$ cat src/rtl/iter_alu.sv
// Iterative ALU: single-cycle logic/arith/shift ops (result one cycle after accept); shift-add MULU
// and restoring DIVU take WIDTH edges with in_ready low while busy, and requests made while busy are dropped.
module iter_alu #(
  parameter int WIDTH = 32
) (
  input  logic             clk,
  input  logic             rst_n,
  input  logic             in_valid,
  output logic             in_ready,
  input  logic [3:0]       cmd,
  input  logic [WIDTH-1:0] in1,
  input  logic [WIDTH-1:0] in2,
  output logic             out_valid,
  output logic [WIDTH-1:0] result,
  output logic [WIDTH-1:0] result_hi,
  output logic             div_by_zero
);
  localparam int SHW = $clog2(WIDTH);
  localparam logic [SHW-1:0] CNT_MAX = SHW'(WIDTH - 1);

  localparam logic [3:0] OP_SUB  = 4'b0010;
  localparam logic [3:0] OP_AND  = 4'b0100;
  localparam logic [3:0] OP_OR   = 4'b0101;
  localparam logic [3:0] OP_NOR  = 4'b0110;
  localparam logic [3:0] OP_XOR  = 4'b0111;
  localparam logic [3:0] OP_SLL  = 4'b1000;
  localparam logic [3:0] OP_SRA  = 4'b1001;
  localparam logic [3:0] OP_SRL  = 4'b1010;
  localparam logic [3:0] OP_MULU = 4'b1011;
  localparam logic [3:0] OP_DIVU = 4'b1100;

  typedef enum logic [1:0] {IDLE, MUL, DIV} state_t;

  state_t           r_state;
  logic [SHW-1:0]   r_cnt;
  logic [WIDTH-1:0] r_a;   // multiplicand or divisor
  logic [WIDTH-1:0] r_hi;  // partial product high half or running remainder
  logic [WIDTH-1:0] r_lo;  // multiplier/product low half or dividend/quotient

  logic [SHW-1:0]   w_shamt;
  logic [WIDTH-1:0] w_alu;
  logic [WIDTH:0]   w_sum;
  logic [WIDTH-1:0] w_mul_hi;
  logic [WIDTH-1:0] w_mul_lo;
  logic [WIDTH:0]   w_rem_sh;
  logic             w_ge;
  logic [WIDTH-1:0] w_div_hi;
  logic [WIDTH-1:0] w_div_lo;

  assign in_ready = (r_state == IDLE);

  always_comb begin
    w_shamt = in2[SHW-1:0];
    w_alu   = in1 + in2;
    case (cmd)
      OP_SUB:  w_alu = in1 - in2;
      OP_AND:  w_alu = in1 & in2;
      OP_OR:   w_alu = in1 | in2;
      OP_NOR:  w_alu = ~(in1 | in2);
      OP_XOR:  w_alu = in1 ^ in2;
      OP_SLL:  w_alu = in1 << w_shamt;
      OP_SRA:  w_alu = $unsigned($signed(in1) >>> w_shamt);
      OP_SRL:  w_alu = in1 >> w_shamt;
      default: w_alu = in1 + in2;
    endcase
  end

  // One shift-add step: conditionally add, then shift {carry,hi,lo} right by one.
  always_comb begin
    w_sum    = {1'b0, r_hi} + (r_lo[0] ? {1'b0, r_a} : '0);
    w_mul_hi = w_sum[WIDTH:1];
    w_mul_lo = {w_sum[0], r_lo[WIDTH-1:1]};
  end

  // One restoring step; when w_ge the difference is below the divisor, so WIDTH bits suffice.
  always_comb begin
    w_rem_sh = {r_hi, r_lo[WIDTH-1]};
    w_ge     = (w_rem_sh >= {1'b0, r_a});
    w_div_hi = w_ge ? (w_rem_sh[WIDTH-1:0] - r_a) : w_rem_sh[WIDTH-1:0];
    w_div_lo = {r_lo[WIDTH-2:0], w_ge};
  end

  always_ff @(posedge clk or negedge rst_n) begin
    if (!rst_n) begin
      r_state     <= IDLE;
      r_cnt       <= '0;
      r_a         <= '0;
      r_hi        <= '0;
      r_lo        <= '0;
      out_valid   <= 1'b0;
      result      <= '0;
      result_hi   <= '0;
      div_by_zero <= 1'b0;
    end else begin
      out_valid <= 1'b0;
      case (r_state)
        IDLE: begin
          if (in_valid) begin
            if (cmd == OP_MULU) begin
              r_state <= MUL;
              r_cnt   <= CNT_MAX;
              r_a     <= in1;
              r_hi    <= '0;
              r_lo    <= in2;
            end else if (cmd == OP_DIVU && in2 != '0) begin
              r_state <= DIV;
              r_cnt   <= CNT_MAX;
              r_a     <= in2;
              r_hi    <= '0;
              r_lo    <= in1;
            end else if (cmd == OP_DIVU) begin
              out_valid   <= 1'b1;
              result      <= '1;
              result_hi   <= in1;
              div_by_zero <= 1'b1;
            end else begin
              out_valid   <= 1'b1;
              result      <= w_alu;
              result_hi   <= '0;
              div_by_zero <= 1'b0;
            end
          end
        end
        MUL: begin
          r_hi <= w_mul_hi;
          r_lo <= w_mul_lo;
          if (r_cnt == '0) begin
            r_state     <= IDLE;
            out_valid   <= 1'b1;
            result      <= w_mul_lo;
            result_hi   <= w_mul_hi;
            div_by_zero <= 1'b0;
          end else begin
            r_cnt <= r_cnt - 1'b1;
          end
        end
        DIV: begin
          r_hi <= w_div_hi;
          r_lo <= w_div_lo;
          if (r_cnt == '0) begin
            r_state     <= IDLE;
            out_valid   <= 1'b1;
            result      <= w_div_lo;
            result_hi   <= w_div_hi;
            div_by_zero <= 1'b0;
          end else begin
            r_cnt <= r_cnt - 1'b1;
          end
        end
        default: r_state <= IDLE;
      endcase
    end
  end
endmodule

$ cat config.mk
export PLATFORM = sky130hd
export DESIGN_NAME = iter_alu
export DESIGN_NICKNAME = d
export VERILOG_FILES = /design/src/rtl/iter_alu.sv
export SDC_FILE = /design/constraint.sdc
export NUM_CORES = 1
export LEC_CHECK = 0
export ABC_AREA = 1
export BUFFER_PORTS_ARGS = -buffer_cell sky130_fd_sc_hd__buf_2
export CORE_ASPECT_RATIO = 1.25
export CORE_MARGIN = 10
export CORE_UTILIZATION = 51
export DETAILED_ROUTE_END_ITERATION = 16
export PLACE_DENSITY_LB_ADDON = 0.08
export SLEW_MARGIN = 10
export SYNTH_ARGS = -nofsm -noshare
export SYNTH_HDL_FRONTEND = slang
export SYNTH_SLANG_ARGS = --single-unit
$ cat constraint.sdc
create_clock -name clk -period 2.4 [get_ports clk]
set_input_delay 0.48 -clock clk [delete_from_list [all_inputs] [get_ports clk]]
set_output_delay 0.48 -clock clk [all_outputs]
set_load 0.01 [all_outputs]
==> impl_metrics.ini, run 1 <==
[place]
gp_congestion = 1.08
dp.final_hpwl_um = 94200
post_dp_cell_area_um2 = 30000
port_buffers = 137

[logic_synthesis]
synthArstFlopShare_pct = 100
synthTopCellsByArea = nand2_1, dfrtp_1, nand3_1
netlist-cell-type-count = 55
yosys.area.top_type = nand2_1
ys_ff_latch = 169
synthesis.nets = 4250
synth_edf_count = 0
synth_ff_type = dfrtp_1
synthCells = 4010
synth_top_area_share_pct = 22.7
ys_warn_count = 0
avgSynthCellArea_um2 = 5.72
syn_area_um2 = 22900
ys_seq_area_share_pct = 18.4

[floorplanning]
die_y_um = 257
io_pins = 138
initial_core_util_pct = 51.7
die_w_um = 210
rows = 86

[timing]
endpoint_type = register data pin
worstEndpointGrtRepair = result_hi[24]$_DFFE_PN0P_/D

[status]
lastStage = global routing (5_1_grt)
status = did not finish
error = [ERROR GRT-0232] Routing congestion too high. Check the congestion heatmap in the GUI.

[grt]
track_usage_pct = 84.0
grt_start_max_net_pins = 71
overflow = 562

[clock_network]
numCtsBuffers = 17
clock_sinks = 169
ctsRootBufferMaster = clkbuf_16
cts_buffer_depth = 2
cts-htree-levels = 4
==> cells by family after synthesis <==
| logic type | after synthesis | share of synthesized area, % |
|---|---|---|
| xor gates and xnor gates | 50 | 1.91 |
| DFF | 169 | 18.4 |
| adders and majority gates | 169 | 9.32 |
| buffers and inverters | 731 | 12.9 |
| and+or+nand+nor | 2257 | 41.6 |
| AOI/OAI and AO/OA | 634 | 15.8 |
==> routing by layer <==
layer | track usage, % | GRT overflow
met5 | 59.9 | 8
met4 | 83.9 | 176
met3 | 74.9 | 43
met2 | 94.4 | 295
met1 | 82.8 | 40
==> per-stage QoR <==
stage / setup WS (ns) / util [%] / TNS, ns / std cells / hold WS (ns)
floorplan: -0.988 / - / -21.63 / 4010 / 0.184
global placement: -1.29 / 67.6 / -94.18 / 5340 / 0.462
detailed placement: -1.31 / 67.6 / -102.74 / 5340 / 0.461
CTS: -0.669 / 78.0 / -18.30 / 5469 / 0.272
==> Yosys cell counts, drive strengths merged, types with 22 or more instances <==
cell and number:
a21boi 40, a21oi 190, buf 96, clkbuf 70, dfrtp 169, ha 166
inv 560, nand2 1393, nand3 479, nand3b 22, nand4 37, nor2 248
nor3 32, o211ai 65, o21ai 259, o22ai 29, xor2 34
==> what timing repair did <==
action | CTS
pin swaps | 284
hold buffers | 1
gates resized for setup | 740
gates cloned | 13
hold endpoints to repair | 32
endpoints found under the setup margin | 129
setup buffers | 87
==> run 2, diff against run 1 <==
Settings changed: CORE_ASPECT_RATIO 1.25 to unset, CORE_UTILIZATION 51 to 36, PLACE_DENSITY_LB_ADDON 0.08 to 0.15.
Clock period 2.4 ns to 3.1 ns, I/O delays scaled along.
==> run 2 against run 1 <==
Compared with the run above:
- the flow now finishes, with violations (negative setup slack)
- area after synthesis unchanged
- synthesized cell count unchanged
==> impl_metrics.ini, run 2 <==
[detailed_routing]
num_vias = 28500
ant_nets = 0
initialDrtViolationCount = 2907
drt_wl_total_um = 117000
wl_per_cell_um = 22.1
drc = 0
drt_first_pass_iters = 6
via_per_inst = 5.38

[logic_synthesis]
synth_ff_type = dfrtp_1
ys_top_cells_by_count = nand2_1, inv_1, nand3_1, nor2_1, o21ai_0
syn_area_um2 = 22900
synth_edf_count = 0
synthCells = 4010
netlist-cell-type-count = 55
yosys.area.top_type = nand2_1
synthesis.nets = 4250
synth.most_common_cell = nand2_1
ys_warn_count = 0
ys_ff_latch = 169
ys_seq_area_share_pct = 18.4
avgSynthCellArea_um2 = 5.72
synthArstFlopShare_pct = 100
synthTopCellsByArea = nand2_1, dfrtp_1, nand3_1
synth_top_area_share_pct = 22.7

[setup_path]
worstPathRequired_ns = 3.49
crit_chain = buf_6 > nor2_8 > nand4_4 > nor2_4 > nand4_1 > or2_4 > nor2_4 > nand2_4 > o21ai_4 > buf_6 > xor2_4 > ha_4 > nand2_4 > nor2_4 > nand2_4 > nor2_4 > nand2_4 > nand3_2 > nand2_2 > nand3_2 > nand4_1 > nand2_1 > a21boi_2
crit_path_max_incr_delay_ns = 0.32
worst_setup_path_start_kind = input port
cp.arrival_ns = 3.59
crit_fanout = 5
crit_type = in2reg
crit_path_end_kind = register
cp_slowest_cell = ha_4

[finish]
syn2layout_area_growth_pct = 27.2
final_common_cell = nand2_1
final_cells = 5306
nets = 4686
fin_area_um2 = 29200
final_util_pct = 46.2
layout_common_cells = nand2_1, inv_1, nand3_1
drive_gt1_share_pct = 19.3

[clock_network]
clock_sinks = 169
ctsRootBufferMaster = clkbuf_16
postCtsHoldBufs = 0
cts_tree = done
clk_latency_ns = 0.49
cts-htree-levels = 4
numCtsBuffers = 17
cts_buffer_depth = 2
clkTransAtPathRegs_ns = 0.09

[floorplanning]
rows = 92
initial_core_util_pct = 36.3
core_area_um2 = 63100
dieArea_um2 = 74200
die_y_um = 272
io_pins = 138
die_w_um = 272

[timing]
max_freq_mhz = 313
hold_slack_ns = 0.0952
tightest_slew_ns = 0.860
setup_viol_count_final = 6
period_share_pct = 103
fin_crit_ns = 3.20
worst_slack_ns = -0.0994
tns_ns = -0.236
drv_slew = 0
rsz0062_at_grt = true
fin_skew_ns = 0.0196
hold_viol = 0
relSlewSlack_pct = 42.6

[pwr]
p_per_area_nw_per_um2 = 589
p_total_mw = 17.2
p_leak_nw = 15.7
ir_drop_uv = 552

[grt]
grt_pass1_vias = 27000
grt_pass1_wl_um = 172000
grt_start_max_net_pins = 97
antenna_found_initial = 2
overflow = 0
track_usage_pct = 30.7

[min_path]
hold_path_class = in2async

[place]
place_inst = 5242
post_dp_cell_area_um2 = 27300
dp_slack_ns = -1.00
gp_congestion = 1.04
port_buffers = 137
dp.final_hpwl_um = 95200

[status]
status = complete, but fails checks
violations = negative setup slack

[run]
maxCapViolations = 0
==> run 2: path summary, 6_finish.rpt <==
kind	startpoint	endpoint	slack, ns	cells after the start
setup / recovery	in2[4]	result[22]$_DFFE_PN0P_	-0.1	23
hold / removal	rst_n	result_hi[27]$_DFFE_PN0P_	0.1	1
setup reg to reg	r_lo[0]$_DFFE_PN0P_	r_hi[21]$_DFFE_PN0P_	0.24	15
hold reg to reg	result[6]$_DFFE_PN0P_	result[6]$_DFFE_PN0P_	0.48	2
max in group asynchronous	rst_n	r_a[13]$_DFFE_PN0P_	2.22	2
min in group clk	in_valid	out_valid$_DFF_PN0_	0.41	3
==> run 2: critical path, delay by kind of cell <==
family	cells	cell delay, ns
adder cells (fa/ha/maj)	1	0.32
AND/OR/NAND/NOR	17	2.08
AO/OA/AOI/OAI	2	0.22
XOR/XNOR	1	0.08
buffers and inverters	2	0.25
==> run 2: timing repair <==
| action | CTS | global route |
|---|---|---|
| endpoints found under the setup margin | 26 | 38 |
| setup buffers | 17 | 18 |
| pin swaps | 34 | 103 |
| gates resized for setup | 62 | 203 |
==> run 2: area by class of cell <==
type	count	area [um^2]
fill	7105	33900
antenna	1	2.50
tap	846	1060
clock buffer	17	425
clock inverter	15	209
sequential	169	4230
multi-input combinational	3110	16800
inverter	565	2140
timing repair buffer	583	4350
==> run 2: logic make-up after synthesis <==
family | Yosys count | synth area share [%]
and+or+nand+nor | 2257 | 41.6
buffers and inverters | 731 | 12.9
DFF | 169 | 18.4
AOI/OAI and AO/OA | 634 | 15.8
xor gates and xnor gates | 50 | 1.91
adders and majority gates | 169 | 9.32
==> run 2: layer usage <==
layer  wire [um]  up-vias  GRT usage [%]  part of all wire [%]
met4        6850        2           16.5                   5.8
met3        7550      212           3.55                   6.4
met5          12        -              0                 0.010
li1            -    13800              -                     -
met1       50100    13300           39.4                    43
met2       52900     1137           49.9                    45
==> run 2: report_power, final <==
part	switching, mW	total (mW)	internal, mW	leakage, nW
sequential	0.560	3.68	3.12	2.11
combinational	7.24	11.2	3.93	13.3
clock	1.22	2.34	1.12	0.304
Note: power is estimated with default switching activity, not from simulation.
==> run 3, diff against run 2 <==
Settings changed: PLACE_DENSITY set to 0.58, PLACE_DENSITY_LB_ADDON 0.15 to unset.
==> run 3 against run 2 <==
Compared with the run above:
- the flow still finishes with violations (negative setup slack)
- combinational power hardly changed
- clock skew is 0.0013 ns higher
- non-clock buffer count is 37 lower
- via count is 0.27% lower
- hold slack better by 0.044 ns
- die area stayed put
- design area is 0.24% lower
- total power is 0.90% lower
- maximum frequency is 0.19% higher
- wire length is 2.1% lower
- register-to-register slack worse by 0.04 ns
- first-iteration DRC count is 3.0% higher
==> impl_metrics.ini, run 3 (synthesis results as in run 2) <==
[timing]
drv_slew = 0
worst_slack_ns = -0.0933
fin_crit_ns = 3.19
tightest_slew_ns = 0.832
hold_viol = 0
rsz0062_at_grt = true
fin_skew_ns = 0.0209
period_share_pct = 103
max_freq_mhz = 313
setup_viol_count_final = 10
relSlewSlack_pct = 43.9
tns_ns = -0.452

[setup_path]
cp.arrival_ns = 3.61
crit_path_max_incr_delay_ns = 0.43
r2r_end = r_lo[0]$_DFFE_PN0P_
crit_type = in2reg
critPathTopFamily = simple AND/OR/NAND/NOR gates
cp.depth = 22
regToRegSetupSlack_ns = 0.20
rr_startpoint = r_hi[25]$_DFFE_PN0P_
crit_buf_inv = 2
crit_start = in2[5]
crit_path_end_kind = register
worst_setup_path_start_kind = input port
crit_fanout = 4
critPathCapture = result[25]$_DFFE_PN0P_
crit_chain = buf_2 > inv_1 > nand4_4 > nor2_4 > nand4_1 > or2_4 > nor2_4 > nand2_4 > nand2_4 > o21ai_2 > xor2_1 > ha_2 > nand2_4 > nor2_4 > nand2_2 > nor4_2 > nand2_1 > nand3_1 > nand3_1 > nand4_1 > nand2_1 > a21oi_2
cp_slowest_cell = ha_2
worstPathRequired_ns = 3.52
worst-r2r-cell-count = 15

[status]
status = complete, but fails checks
violations = negative setup slack

[min_path]
hold_path_class = in2async

[detailed_routing]
drc = 0
via_per_inst = 5.40
num_vias = 28500
wl_met2_um = 52100
drt_wl_total_um = 115000
drt_first_pass_iters = 8
wl_per_cell_um = 21.8
initialDrtViolationCount = 2993
wl_met1_um = 48200
met3_length_um = 7930
top_layer = met4
ant_nets = 0

[place]
post_dp_cell_area_um2 = 27100
dp.final_hpwl_um = 92600
place_inst = 5202
port_buffers = 137
gp_congestion = 1.03

[clock_network]
clkTransAtPathRegs_ns = 0.08
clk_latency_ns = 0.48
numCtsBuffers = 17
cts_tree = done
cts-htree-levels = 4
clock_sinks = 169
cts_buffer_depth = 2
ctsRootBufferMaster = clkbuf_16

[finish]
final_common_cell = nand2_1
drive_gt1_share_pct = 19.0
fillers = 6944
layout_common_cells = nand2_1, inv_1, nand3_1
nets = 4649
final_cells = 5270
fin_area_um2 = 29100
syn2layout_area_growth_pct = 26.9

[run]
maxCapViolations = 0

[floorplanning]
core_area_um2 = 63100
dieArea_um2 = 74200
rows = 92
initial_core_util_pct = 36.3
die_w_um = 272
die_y_um = 272
io_pins = 138

[grt]
grt_start_max_net_pins = 91
overflow = 0
grt_pass1_vias = 26500
grt_pass1_wl_um = 168000
track_usage_pct = 30.0
antenna_found_initial = 4

[pwr]
p_leak_nw = 15.5
p_per_area_nw_per_um2 = 585
ir_drop_uv = 471
==> run 3: how the worst min path moves through the flow <==
| stage | startpoint | end | slack [ns] |
|---|---|---|---|
| after floorplan | rst_n | div_by_zero$_DFFE_PN0P_ | 0.32 |
| after global placement | result[11]$_DFFE_PN0P_ | result[11]$_DFFE_PN0P_ | 0.46 |
| after detailed placement | result[11]$_DFFE_PN0P_ | result[11]$_DFFE_PN0P_ | 0.46 |
| after CTS | rst_n | r_lo[9]$_DFFE_PN0P_ | 0.15 |
| after global routing | rst_n | r_cnt[3]$_DFFE_PN0P_ | 0.17 |
| final | rst_n | r_cnt[2]$_DFFE_PN0P_ | 0.14 |
==> run 3: timing repair <==
item                                    CTS  global route
hold buffers                              0             0
endpoints found under the hold margin     0             0
endpoints found under the setup margin   16            60
resized for setup                        59           224
pin swaps                                34           104
buffers inserted                          7            28
==> run 3: worst register-to-register path: cells and delay by family (launching register included) <==
kind | cells | cell delay (ns)
compound gates | 1 | 0.22
fa+ha+maj | 1 | 0.39
buf+inv | 2 | 0.36
flops | 1 | 0.45
simple gates | 11 | 1.42
==> run 3: area by class of cell <==
class	instances	area, um^2	share of cell area, %
well taps	846	1060	3.64
clock inverters	13	158	0.542
clock buffers	19	453	1.56
repair buffers	546	4140	14.2
multi-input cells	3110	16900	58.1
diodes	2	5.00	0.0172
flip-flops and latches	169	4230	14.5
inverters	565	2140	7.34
==> run 3: report_power, final <==
part	switching (mW)	total (mW)	internal (mW)
registers	0.560	3.68	3.12
clock network	1.07	2.33	1.26
logic	7.17	11.0	3.86
==> run 3: routing by layer <==
layer  vias to the layer above  GRT usage [%]
met2                      1177           48.4
li1                      13800              -
met5                         -              0
met3                       245           3.83
met1                     13300           38.5
met4                         0           16.1
==> run 3: metrics by stage <==
stage | hold slack, ns | utilization, % | total power, mW | setup WS, ns
after global placement | 0.461 | 43.0 | 14.1 | -0.848
after global routing | 0.175 | 46.1 | 18.3 | -0.241
after floorplan | 0.324 | - | 10.2 | -0.428
final | 0.139 | 46.1 | 17.0 | -0.0933
after detailed placement | 0.464 | 43.0 | 14.2 | -0.840
after CTS | 0.153 | 44.3 | 16.6 | -0.0652
